--- src/rtl/writeback_regfile_unit.sv ---
// rtl/writeback_regfile_unit.sv - LC3 writeback stage with register file, PSR and bypassed read ports
module writeback_regfile_unit #(
  parameter int DATA_W     = 16,
  parameter int NUM_REGS   = 8,
  parameter int AW         = $clog2(NUM_REGS),
  parameter int CC_ON_LINK = 0,
  parameter int CNT_W      = 16
) (
  input  logic              clk,
  input  logic              rst,
  input  logic [DATA_W-1:0] npc,
  input  logic [DATA_W-1:0] aluout,
  input  logic [DATA_W-1:0] pcout,
  input  logic [DATA_W-1:0] memout,
  input  logic [1:0]        w_control_in,
  input  logic              enable_writeback,
  input  logic [AW-1:0]     sr1,
  input  logic [AW-1:0]     sr2,
  input  logic [AW-1:0]     dr,
  output logic [DATA_W-1:0] d1,
  output logic [DATA_W-1:0] d2,
  output logic [2:0]        psr,
  output logic              wb_valid,
  output logic [DATA_W-1:0] wb_data,
  output logic [AW-1:0]     wb_dr,
  output logic [CNT_W-1:0]  commit_cnt
);

  logic [DATA_W-1:0] r_regs [NUM_REGS];
  logic [DATA_W-1:0] r_d1;
  logic [DATA_W-1:0] r_d2;
  logic [2:0]        r_psr;
  logic              r_wb_valid;
  logic [DATA_W-1:0] r_wb_data;
  logic [AW-1:0]     r_wb_dr;
  logic [CNT_W-1:0]  r_commit_cnt;

  logic [DATA_W-1:0] w_wdata;
  logic              w_n;
  logic              w_z;
  logic              w_cc_upd;
  logic              w_byp1;
  logic              w_byp2;

  // Writeback source mux: 0 alu, 1 mem, 2 pc (LEA), 3 npc (link)
  always_comb begin
    w_wdata = aluout;
    case (w_control_in)
      2'd0: w_wdata = aluout;
      2'd1: w_wdata = memout;
      2'd2: w_wdata = pcout;
      2'd3: w_wdata = npc;
      default: w_wdata = aluout;
    endcase
  end

  assign w_n      = w_wdata[DATA_W-1];
  assign w_z      = (w_wdata == '0);
  // A link write leaves the condition codes alone unless the core is built to update them
  assign w_cc_upd = enable_writeback && ((w_control_in != 2'd3) || (CC_ON_LINK != 0));
  // Forward the value being committed so a same-cycle read never returns the stale entry
  assign w_byp1   = enable_writeback && (dr == sr1);
  assign w_byp2   = enable_writeback && (dr == sr2);

  // Architectural register file commit
  always_ff @(posedge clk or negedge rst) begin
    if (!rst) begin
      for (int i = 0; i < NUM_REGS; i++) begin
        r_regs[i] <= '0;
      end
    end else if (enable_writeback) begin
      r_regs[dr] <= w_wdata;
    end
  end

  // Registered source-operand reads with write-through bypass
  always_ff @(posedge clk or negedge rst) begin
    if (!rst) begin
      r_d1 <= '0;
      r_d2 <= '0;
    end else begin
      r_d1 <= w_byp1 ? w_wdata : r_regs[sr1];
      r_d2 <= w_byp2 ? w_wdata : r_regs[sr2];
    end
  end

  // Condition codes {N,Z,P}; exactly one bit set after any qualifying commit
  always_ff @(posedge clk or negedge rst) begin
    if (!rst) begin
      r_psr <= 3'b000;
    end else if (w_cc_upd) begin
      r_psr <= {w_n, w_z, (!w_n && !w_z)};
    end
  end

  // Commit status: valid pulse, last committed value/destination, wrapping commit counter
  always_ff @(posedge clk or negedge rst) begin
    if (!rst) begin
      r_wb_valid   <= 1'b0;
      r_wb_data    <= '0;
      r_wb_dr      <= '0;
      r_commit_cnt <= '0;
    end else begin
      r_wb_valid <= enable_writeback;
      if (enable_writeback) begin
        r_wb_data    <= w_wdata;
        r_wb_dr      <= dr;
        r_commit_cnt <= r_commit_cnt + {{(CNT_W-1){1'b0}}, 1'b1};
      end
    end
  end

  assign d1         = r_d1;
  assign d2         = r_d2;
  assign psr        = r_psr;
  assign wb_valid   = r_wb_valid;
  assign wb_data    = r_wb_data;
  assign wb_dr      = r_wb_dr;
  assign commit_cnt = r_commit_cnt;

endmodule

--- config.mk ---
export PLATFORM = sky130hd
export DESIGN_NAME = writeback_regfile_unit
export DESIGN_NICKNAME = d
export VERILOG_FILES = /design/src/rtl/writeback_regfile_unit.sv
export SDC_FILE = /design/constraint.sdc
export NUM_CORES = 1
export LEC_CHECK = 0
export CAP_MARGIN = 20
export CORE_MARGIN = 2
export CORE_UTILIZATION = 55
export DETAILED_ROUTE_END_ITERATION = 7
export PLACE_DENSITY = 0.86
export SYNTH_ARGS = -nofsm -noshare
export SYNTH_HDL_FRONTEND = slang
export SYNTH_SLANG_ARGS = --single-unit
--- constraint.sdc ---
create_clock -name clk -period 1.5 [get_ports clk]
set_input_delay 0.225 -clock clk [delete_from_list [all_inputs] [get_ports clk]]
set_output_delay 0.225 -clock clk [all_outputs]
set_load 0.01 [all_outputs]
==> results of run 1 <==
## synth_stat cells
master,instances,share of area
sky130_fd_sc_hd__a21oi_1,32,0.016
sky130_fd_sc_hd__a31oi_1,1,0.00063
sky130_fd_sc_hd__a32o_1,1,0.0010
sky130_fd_sc_hd__and3_1,3,0.0019
sky130_fd_sc_hd__buf_1,2,0.00076
sky130_fd_sc_hd__buf_12,2,0.0040
sky130_fd_sc_hd__buf_2,14,0.0071
sky130_fd_sc_hd__buf_4,4,0.0030
sky130_fd_sc_hd__buf_6,1,0.0011
sky130_fd_sc_hd__clkbuf_1,45,0.017
sky130_fd_sc_hd__dfrtp_1,199,0.50
sky130_fd_sc_hd__ha_1,1,0.0013
sky130_fd_sc_hd__inv_1,3,0.0011
sky130_fd_sc_hd__mux2_2,29,0.033
sky130_fd_sc_hd__mux2i_1,63,0.064
sky130_fd_sc_hd__mux4_2,71,0.16
sky130_fd_sc_hd__nand2_1,173,0.065
sky130_fd_sc_hd__nand2b_1,1,0.00063
sky130_fd_sc_hd__nand3_1,8,0.0040
sky130_fd_sc_hd__nand4_1,8,0.0050
sky130_fd_sc_hd__nor2_1,34,0.013
sky130_fd_sc_hd__nor2b_1,3,0.0019
sky130_fd_sc_hd__nor3_1,2,0.0010
sky130_fd_sc_hd__nor3_2,1,0.0010
sky130_fd_sc_hd__nor4_2,3,0.0038
sky130_fd_sc_hd__o21ai_0,127,0.064
sky130_fd_sc_hd__o21ai_1,11,0.0055
sky130_fd_sc_hd__o32ai_2,1,0.0016
sky130_fd_sc_hd__xnor2_1,16,0.014
sky130_fd_sc_hd__xor2_1,5,0.0044
## cell type report
cell class / instances / area, um2 / share of cell area
repair buffers: 289 / 2770 / 0.206
well taps: 229 / 287 / 0.0214
multi-input cells: 594 / 4770 / 0.356
flip-flops and latches: 199 / 4980 / 0.372
clock buffers: 19 / 453 / 0.0338
clock inverters: 13 / 138 / 0.0103
inverters: 3 / 11.3 / 0.000840
## metrics by stage
step           cell area (um2)  TNS [ns]  hold slack [ns]  utilization
3_5_place_dp             12600    -69.85            0.203        0.704
3_3_place_gp             12600    -60.74            0.205        0.704
6_report                 13400     -3.20            0.299        0.751
2_1_floorplan             9940    -0.365          -0.0706            -
5_1_grt                  13400     -3.28            0.351        0.751
4_1_cts                  13200         0            0.305        0.739
## power breakdown
part | switching [mW] | total (mW) | internal [mW]
Combinational | 2.68 | 5.20 | 2.52
Sequential | 1.08 | 7.59 | 6.52
Clock | 2.35 | 4.79 | 2.44
Total | 6.11 | 17.6 | 11.5
## registers in the layout (all words and copies together) (netlist names)
signal and cells:
commit_cnt 16, r_regs 128, d2 16, wb_valid 1, wb_data 16, d1 16
wb_dr 3, psr 3
## metal layers
metal | wire length, um | vias up | track usage
li1 | - | 3578 | -
met1 | 12800 | 4676 | 0.458
met2 | 18200 | 1188 | 0.619
met3 | 5890 | 426 | 0.0921
met4 | 4200 | 4 | 0.231
met5 | 28 | - | 0
## timing repair
action,in CTS,in global routing
pin swaps,5,7
hold buffers,1,0
buffers inserted,12,3
resized for setup,89,52
endpoints found under the setup margin,149,73
cloned,0,1
endpoints found under the hold margin,42,0
## cells by family (layout without fill, tap and decap cells)
kind of cell             count (synthesis)  after routing  share of synthesized area
adder cells (fa/ha/maj)                  1              1                    0.00126
AO/OA/AOI/OAI                          173            173                     0.0890
XOR/XNOR                                21             21                     0.0185
AND/OR/NAND/NOR                        236            236                     0.0976
buffers and inverters                   71            324                     0.0342
flip-flops                             199            199                      0.502
multiplexers                           163            163                      0.258
## final timing paths
| path | start | end | slack, ns | depth (start not counted) |
|---|---|---|---|---|
| setup / recovery | memout[11] | psr[1] | -0.28 | 6 |
| hold / removal | rst | r_regs[117] | 0.30 | 2 |
| setup reg to reg | commit_cnt[1] | commit_cnt[8] | -0.13 | 6 |
| hold reg to reg | commit_cnt[15] | commit_cnt[15] | 0.50 | 1 |
| max in group asynchronous | rst | commit_cnt[2] | 0.54 | 3 |
| min in group clk | memout[1] | wb_data[1] | 0.46 | 4 |
## critical path: stages
cell and delay [ns]:
sky130_fd_sc_hd__clkdlybuf4s50_1 0.53, sky130_fd_sc_hd__mux2i_1 0.49, sky130_fd_sc_hd__mux2i_1 0.20, sky130_fd_sc_hd__nor4_2 0.33
sky130_fd_sc_hd__buf_4 0.22, sky130_fd_sc_hd__a32o_1 0.18
==> qor.json, run 1 <==
{
  "number_of_standard_cells_in_the_final_layout_excluding_fillers": {"value": 1346},
  "vias_in_the_first_global_route": {"value": 9460},
  "report.power.total": {"value": 17.6, "unit": "mW"},
  "detailroute.via_count": {"value": 9872},
  "wl_per_cell": {"value": 30.6, "unit": "um"},
  "min_period_over_period": {"value": 1.19},
  "starting_density_of_the_core": {"value": 0.556},
  "dp.final_hpwl": {"value": 20.6, "unit": "mm"},
  "clk_latency": {"value": 0.46, "unit": "ns"},
  "proportion_of_synthesized_chip_area_in_sequential_cells": {"value": 0.502},
  "globalRouteTotalUtil": {"value": 0.379},
  "n_antenna_cell": {"value": 0},
  "syn-instance-count": {"value": 864},
  "ys_seq_elements": {"value": 199},
  "critPathLaunchType": {"value": "input port"},
  "grt_pass1_wl": {"value": 55.2, "unit": "mm"},
  "cp_capture_type": {"value": "flop"},
  "grt_overflow_total": {"value": 0},
  "placementRows": {"value": 49},
  "layout.nets": {"value": 1183},
  "timing.fmax": {"value": 562, "unit": "MHz"},
  "layout_commonest_cell": {"value": "sky130_fd_sc_hd__dfrtp_1"},
  "placeableCoreArea": {"value": 17800, "unit": "um2"},
  "drive_gt1_frac": {"value": 0.281},
  "count_of_maximum_capacitance_violations": {"value": 0},
  "post_synth.cell_area_avg": {"value": 11.5, "unit": "um2"},
  "maxSlewViolCount": {"value": 0},
  "buffer_ports.inserted": {"value": 148},
  "placedCellCount": {"value": 1297},
  "final.setup.worst_slack": {"value": -0.279, "unit": "ns"},
  "fp.dieW": {"value": 138, "unit": "um"},
  "timing.critical_path.fanout_max": {"value": 2},
  "detailedRoute.firstIterationViolations": {"value": 1715},
  "tritoncts.num_buffers": {"value": 17},
  "detailedRoute.firstPassIterationCount": {"value": 8},
  "dpl_worst_slack": {"value": -0.644, "unit": "ns"},
  "critPathArrivalTime": {"value": 2.18, "unit": "ns"},
  "hold_violations": {"value": 0},
  "max-vdd-ir-drop": {"value": 1.40, "unit": "mV"},
  "post_synth_instance_area": {"value": 9920, "unit": "um2"},
  "worst_slew_margin_rel": {"value": 0.633},
  "critical_path_required": {"value": 1.90, "unit": "ns"},
  "status": {"value": "complete, but fails checks"},
  "failed_checks": {"value": "setup timing"},
  "timing_worst_slew_pin_value": {"value": 0.535, "unit": "ns"},
  "antenna_violations_before_repair": {"value": 2},
  "cts.sinks": {"value": 199},
  "most-common-layout-cells": {"value": "197 x sky130_fd_sc_hd__dfrtp_1, 170 x sky130_fd_sc_hd__nand2_1, 124 x sky130_fd_sc_hd__o21ai_0, 111 x sky130_fd_sc_hd__buf_4, 76 x sky130_fd_sc_hd__dlygate4sd2_1"},
  "netlist-cell-type-count": {"value": 30},
  "fin_worst_skew": {"value": 0.0239, "unit": "ns"},
  "place_congestion": {"value": 0.884},
  "chipHeight": {"value": 138, "unit": "um"},
  "setup.worst_path.class": {"value": "in2reg"},
  "antenna_violating_nets_post_route": {"value": 0},
  "hold_path.class": {"value": "in2async"},
  "area_delta_synth_final": {"value": 35.1, "unit": "%"},
  "cts_tree": {"value": "yes"},
  "finalCriticalPeriod": {"value": 1.78, "unit": "ns"},
  "h_tree_depth": {"value": 4},
  "synth_nets": {"value": 943},
  "io_pins": {"value": 149},
  "leak": {"value": 6.26, "unit": "nW"},
  "rsz0062_at_grt": {"value": "yes"},
  "grt_max_degree": {"value": 49},
  "p_per_area": {"value": 1310, "unit": "nW/um2"},
  "report.final.setup_viol": {"value": 55},
  "clk_path_buf_depth": {"value": 2},
  "die_area": {"value": 19100, "unit": "um2"},
  "cts.clk_slew.worst_paths": {"value": 0.09, "unit": "ns"},
  "cts_root_buffer": {"value": "sky130_fd_sc_hd__clkbuf_16"},
  "fillcell_total": {"value": 877},
  "drt_wl_total": {"value": 41.1, "unit": "mm"},
  "yosys_warnings": {"value": 0},
  "vias_per_cell": {"value": 7.33},
  "route.detailed.drc": {"value": 0}
}
Power figures use the tool's default switching activity.
==> run 2: changes to the inputs <==
--- a/config.mk
+++ b/config.mk
@@ -7,9 +7,9 @@
 export LEC_CHECK = 0
 export CAP_MARGIN = 20
 export CORE_MARGIN = 2
-export CORE_UTILIZATION = 55
+export CORE_UTILIZATION = 26
 export DETAILED_ROUTE_END_ITERATION = 7
-export PLACE_DENSITY = 0.86
+export PLACE_DENSITY = 0.49
 export SYNTH_ARGS = -nofsm -noshare
 export SYNTH_HDL_FRONTEND = slang
 export SYNTH_SLANG_ARGS = --single-unit
==> run 2 against run 1 <==
The flow now finishes without violations. Cell count grew 19%. Critical path depth unchanged. Register-to-register slack gained 0.20 ns.
==> qor.json, run 2 (synthesis results as in run 1) <==
{
  "status": {"value": "completed"},
  "critPathLaunchType": {"value": "input port"},
  "drt_wl_total": {"value": 29.0, "unit": "mm", "change": "-29%"},
  "cts.clk_slew.worst_paths": {"value": 0.07, "unit": "ns", "change": "-0.02 ns"},
  "cts_root_buffer": {"value": "sky130_fd_sc_hd__clkbuf_16"},
  "leak": {"value": 6.14, "unit": "nW", "change": "-2.0%"},
  "timing.critical_path.fanout_max": {"value": 12, "change": "+10"},
  "globalRouteTotalUtil": {"value": 0.150, "change": "-0.228"},
  "timing_worst_slew_pin_value": {"value": 0.365, "unit": "ns", "change": "-0.170 ns"},
  "grt_max_degree": {"value": 52, "change": "+6.1%"},
  "maxSlewViolCount": {"value": 0, "change": "unchanged"},
  "tritoncts.num_buffers": {"value": 17, "change": "unchanged"},
  "h_tree_depth": {"value": 4, "change": "unchanged"},
  "min_period_over_period": {"value": 0.988, "change": "-0.198"},
  "p_per_area": {"value": 1190, "unit": "nW/um2", "change": "-9.2%"},
  "hold_violations": {"value": 0, "change": "unchanged"},
  "cp_top_family": {"value": "buffers and inverters"},
  "timing.fmax": {"value": 674, "unit": "MHz", "change": "+20%"},
  "detailedRoute.firstIterationViolations": {"value": 388, "change": "-77%"},
  "final_cell_area": {"value": 13500, "unit": "um2", "change": "+0.49%"},
  "cpMaxStageDelayCell": {"value": "sky130_fd_sc_hd__clkdlybuf4s50_1"},
  "dpl_worst_slack": {"value": -0.592, "unit": "ns", "change": "+0.0519 ns"},
  "cts.sinks": {"value": 199, "change": "unchanged"},
  "placeableCoreArea": {"value": 37700, "unit": "um2", "change": "+110%"},
  "final_tns_setup": {"value": 0, "unit": "ns", "change": "+3.20 ns"},
  "antenna_violations_before_repair": {"value": 0, "change": "-2"},
  "timing.critical_path.cells": {"value": "clkdlybuf4s50_1, buf_12, buf_12, mux4_2, mux2i_1, a21oi_1"},
  "final.setup.worst_slack": {"value": 0.0174, "unit": "ns", "change": "+0.297 ns"},
  "drive_gt1_frac": {"value": 0.238, "change": "-0.0430"},
  "cts_tree": {"value": "yes"},
  "place_congestion": {"value": 0.787, "change": "-11%"},
  "count_of_maximum_capacitance_violations": {"value": 0, "change": "unchanged"},
  "vias_per_cell": {"value": 4.54, "change": "-38%"},
  "detailedRoute.firstPassIterationCount": {"value": 4, "change": "-4"},
  "number_of_standard_cells_in_the_final_layout_excluding_fillers": {"value": 1604, "change": "+19%"},
  "grt_pass1_wl": {"value": 44.8, "unit": "mm", "change": "-19%"},
  "chipHeight": {"value": 199, "unit": "um", "change": "+44%"},
  "largest_register_ffs": {"value": 128, "change": "unchanged"},
  "finalCriticalPeriod": {"value": 1.48, "unit": "ns", "change": "-0.297 ns"},
  "fp.dieW": {"value": 199, "unit": "um", "change": "+44%"},
  "critical_path_required": {"value": 1.82, "unit": "ns", "change": "-0.08 ns"},
  "timing.hold.ws": {"value": 0.169, "unit": "ns", "change": "-0.130 ns"},
  "detailroute.via_count": {"value": 7286, "change": "-26%"},
  "postPlaceCellArea": {"value": 12900, "unit": "um2", "change": "+2.9%"},
  "path_common_cell": {"value": "sky130_fd_sc_hd__buf_12"},
  "layout.nets": {"value": 1158, "change": "-2.1%"},
  "placementRows": {"value": 71, "change": "+45%"},
  "setup.worst_path.class": {"value": "in2reg"},
  "worst_slew_margin_rel": {"value": 0.750, "change": "+0.116"},
  "report.power.total": {"value": 16.0, "unit": "mW", "change": "-8.8%"},
  "max_stage_delay": {"value": 0.51, "unit": "ns", "change": "-0.02 ns"},
  "report.final.setup_viol": {"value": 0, "change": "-100%"},
  "clk_latency": {"value": 0.44, "unit": "ns", "change": "-0.02 ns"},
  "starting_density_of_the_core": {"value": 0.263, "change": "-0.293"},
  "area_delta_synth_final": {"value": 35.8, "unit": "%"},
  "fin_worst_skew": {"value": 0.00903, "unit": "ns", "change": "-0.0149 ns"},
  "placedCellCount": {"value": 1568, "change": "+21%"},
  "critPathArrivalTime": {"value": 1.80, "unit": "ns", "change": "-0.38 ns"},
  "buffer_ports.inserted": {"value": 148, "change": "unchanged"},
  "antenna_violating_nets_post_route": {"value": 0, "change": "unchanged"},
  "max-vdd-ir-drop": {"value": 0.599, "unit": "mV", "change": "-57%"},
  "most-common-layout-cells": {"value": "199 x sky130_fd_sc_hd__dfrtp_1, 173 x sky130_fd_sc_hd__nand2_1, 127 x sky130_fd_sc_hd__o21ai_0, 85 x sky130_fd_sc_hd__buf_4, 71 x sky130_fd_sc_hd__mux4_2"},
  "hold_path.class": {"value": "in2reg"},
  "vias_in_the_first_global_route": {"value": 7452, "change": "-21%"},
  "clk_path_buf_depth": {"value": 2, "change": "unchanged"},
  "route.detailed.drc": {"value": 0, "change": "unchanged"},
  "io_pins": {"value": 149, "change": "unchanged"},
  "layout_commonest_cell": {"value": "sky130_fd_sc_hd__dfrtp_1"},
  "rsz0062_at_grt": {"value": "no"},
  "dp.final_hpwl": {"value": 21.2, "unit": "mm", "change": "+2.9%"},
  "largest_register": {"value": "r_regs"},
  "wl_per_cell": {"value": 18.1, "unit": "um", "change": "-41%"},
  "path_buf_inv": {"value": 3, "change": "+1"},
  "cp_capture_type": {"value": "flop"},
  "utilization": {"value": 0.358, "change": "-0.394"},
  "die_area": {"value": 39700, "unit": "um2", "change": "+110%"},
  "grt_overflow_total": {"value": 0, "change": "unchanged"}
}
[run 2: cell types whose count changed in the layout (fill, tap and decap cells not counted), moves of 7 or more]
cell,delta
sky130_fd_sc_hd__dlygate4sd2_1,-7
sky130_fd_sc_hd__clkdlybuf4s50_1,+7
sky130_fd_sc_hd__buf_12,+8
sky130_fd_sc_hd__mux2i_1,+11
sky130_fd_sc_hd__buf_4,-26
sky130_fd_sc_hd__mux2i_2,-8
sky130_fd_sc_hd__buf_6,-7
[run 2: repair_timing]
action / 4_1_cts / 5_1_grt
setup endpoints to repair: 113 / 18
hold endpoints to repair: 27 / 0
hold buffers: 1 / 0
gates resized for setup: 76 / 13
pin swaps: 0 / 3
buffers inserted: 1 / 1
[run 2: power breakdown]
part / internal [mW] / switching [mW] / leakage (nW)
sequential: 6.51 / 0.728 / 2.47
combinational: 2.39 / 1.99 / 3.39
clock: 2.29 / 2.14 / 0.272
total: 11.2 / 4.86 / 6.14
[run 2: metal layers]
metal / wire [um] / GRT usage / share of wire / up-vias
met5: 0 / 0 / 0 / -
met4: 318 / 0.0390 / 0.011 / 0
met3: 1290 / 0.0221 / 0.045 / 23
met2: 13700 / 0.253 / 0.47 / 163
met1: 13700 / 0.203 / 0.47 / 3573
li1: - / - / - / 3527
[run 2: layout make-up]
| class | instances | area (um2) |
|---|---|---|
| Inverter | 3 | 11.3 |
| Clock buffer | 21 | 470 |
| Antenna cell | 1 | 2.50 |
| Tap cell | 511 | 639 |
| Multi-Input combinational cell | 594 | 4630 |
| Clock inverter | 11 | 88.8 |
| Fill cell | 3805 | 24200 |
| Timing Repair Buffer | 264 | 2650 |
| Sequential cell | 199 | 4980 |
[run 2: worst reg2reg max path, cell delays in order, from the launching register on]
cell and delay (ns):
sky130_fd_sc_hd__dfrtp_1 0.40, sky130_fd_sc_hd__mux4_2 0.46, sky130_fd_sc_hd__mux2i_1 0.33, sky130_fd_sc_hd__a21oi_1 0.12
[run 2: worst paths after layout]
| kind | startpoint | to | slack (ns) | cells after the start |
|---|---|---|---|---|
| worst max register to register | r_regs[58] | d2[10] | 0.07 | 3 |
| min in group asynchronous | rst | d2[6] | 0.28 | 2 |
| worst min register to register | commit_cnt[15] | commit_cnt[15] | 0.48 | 1 |
| worst min-delay path | enable_writeback | commit_cnt[2] | 0.17 | 3 |
| max in group asynchronous | rst | r_regs[10] | 0.53 | 3 |
| worst max-delay path | sr2[1] | d2[10] | 0.02 | 6 |
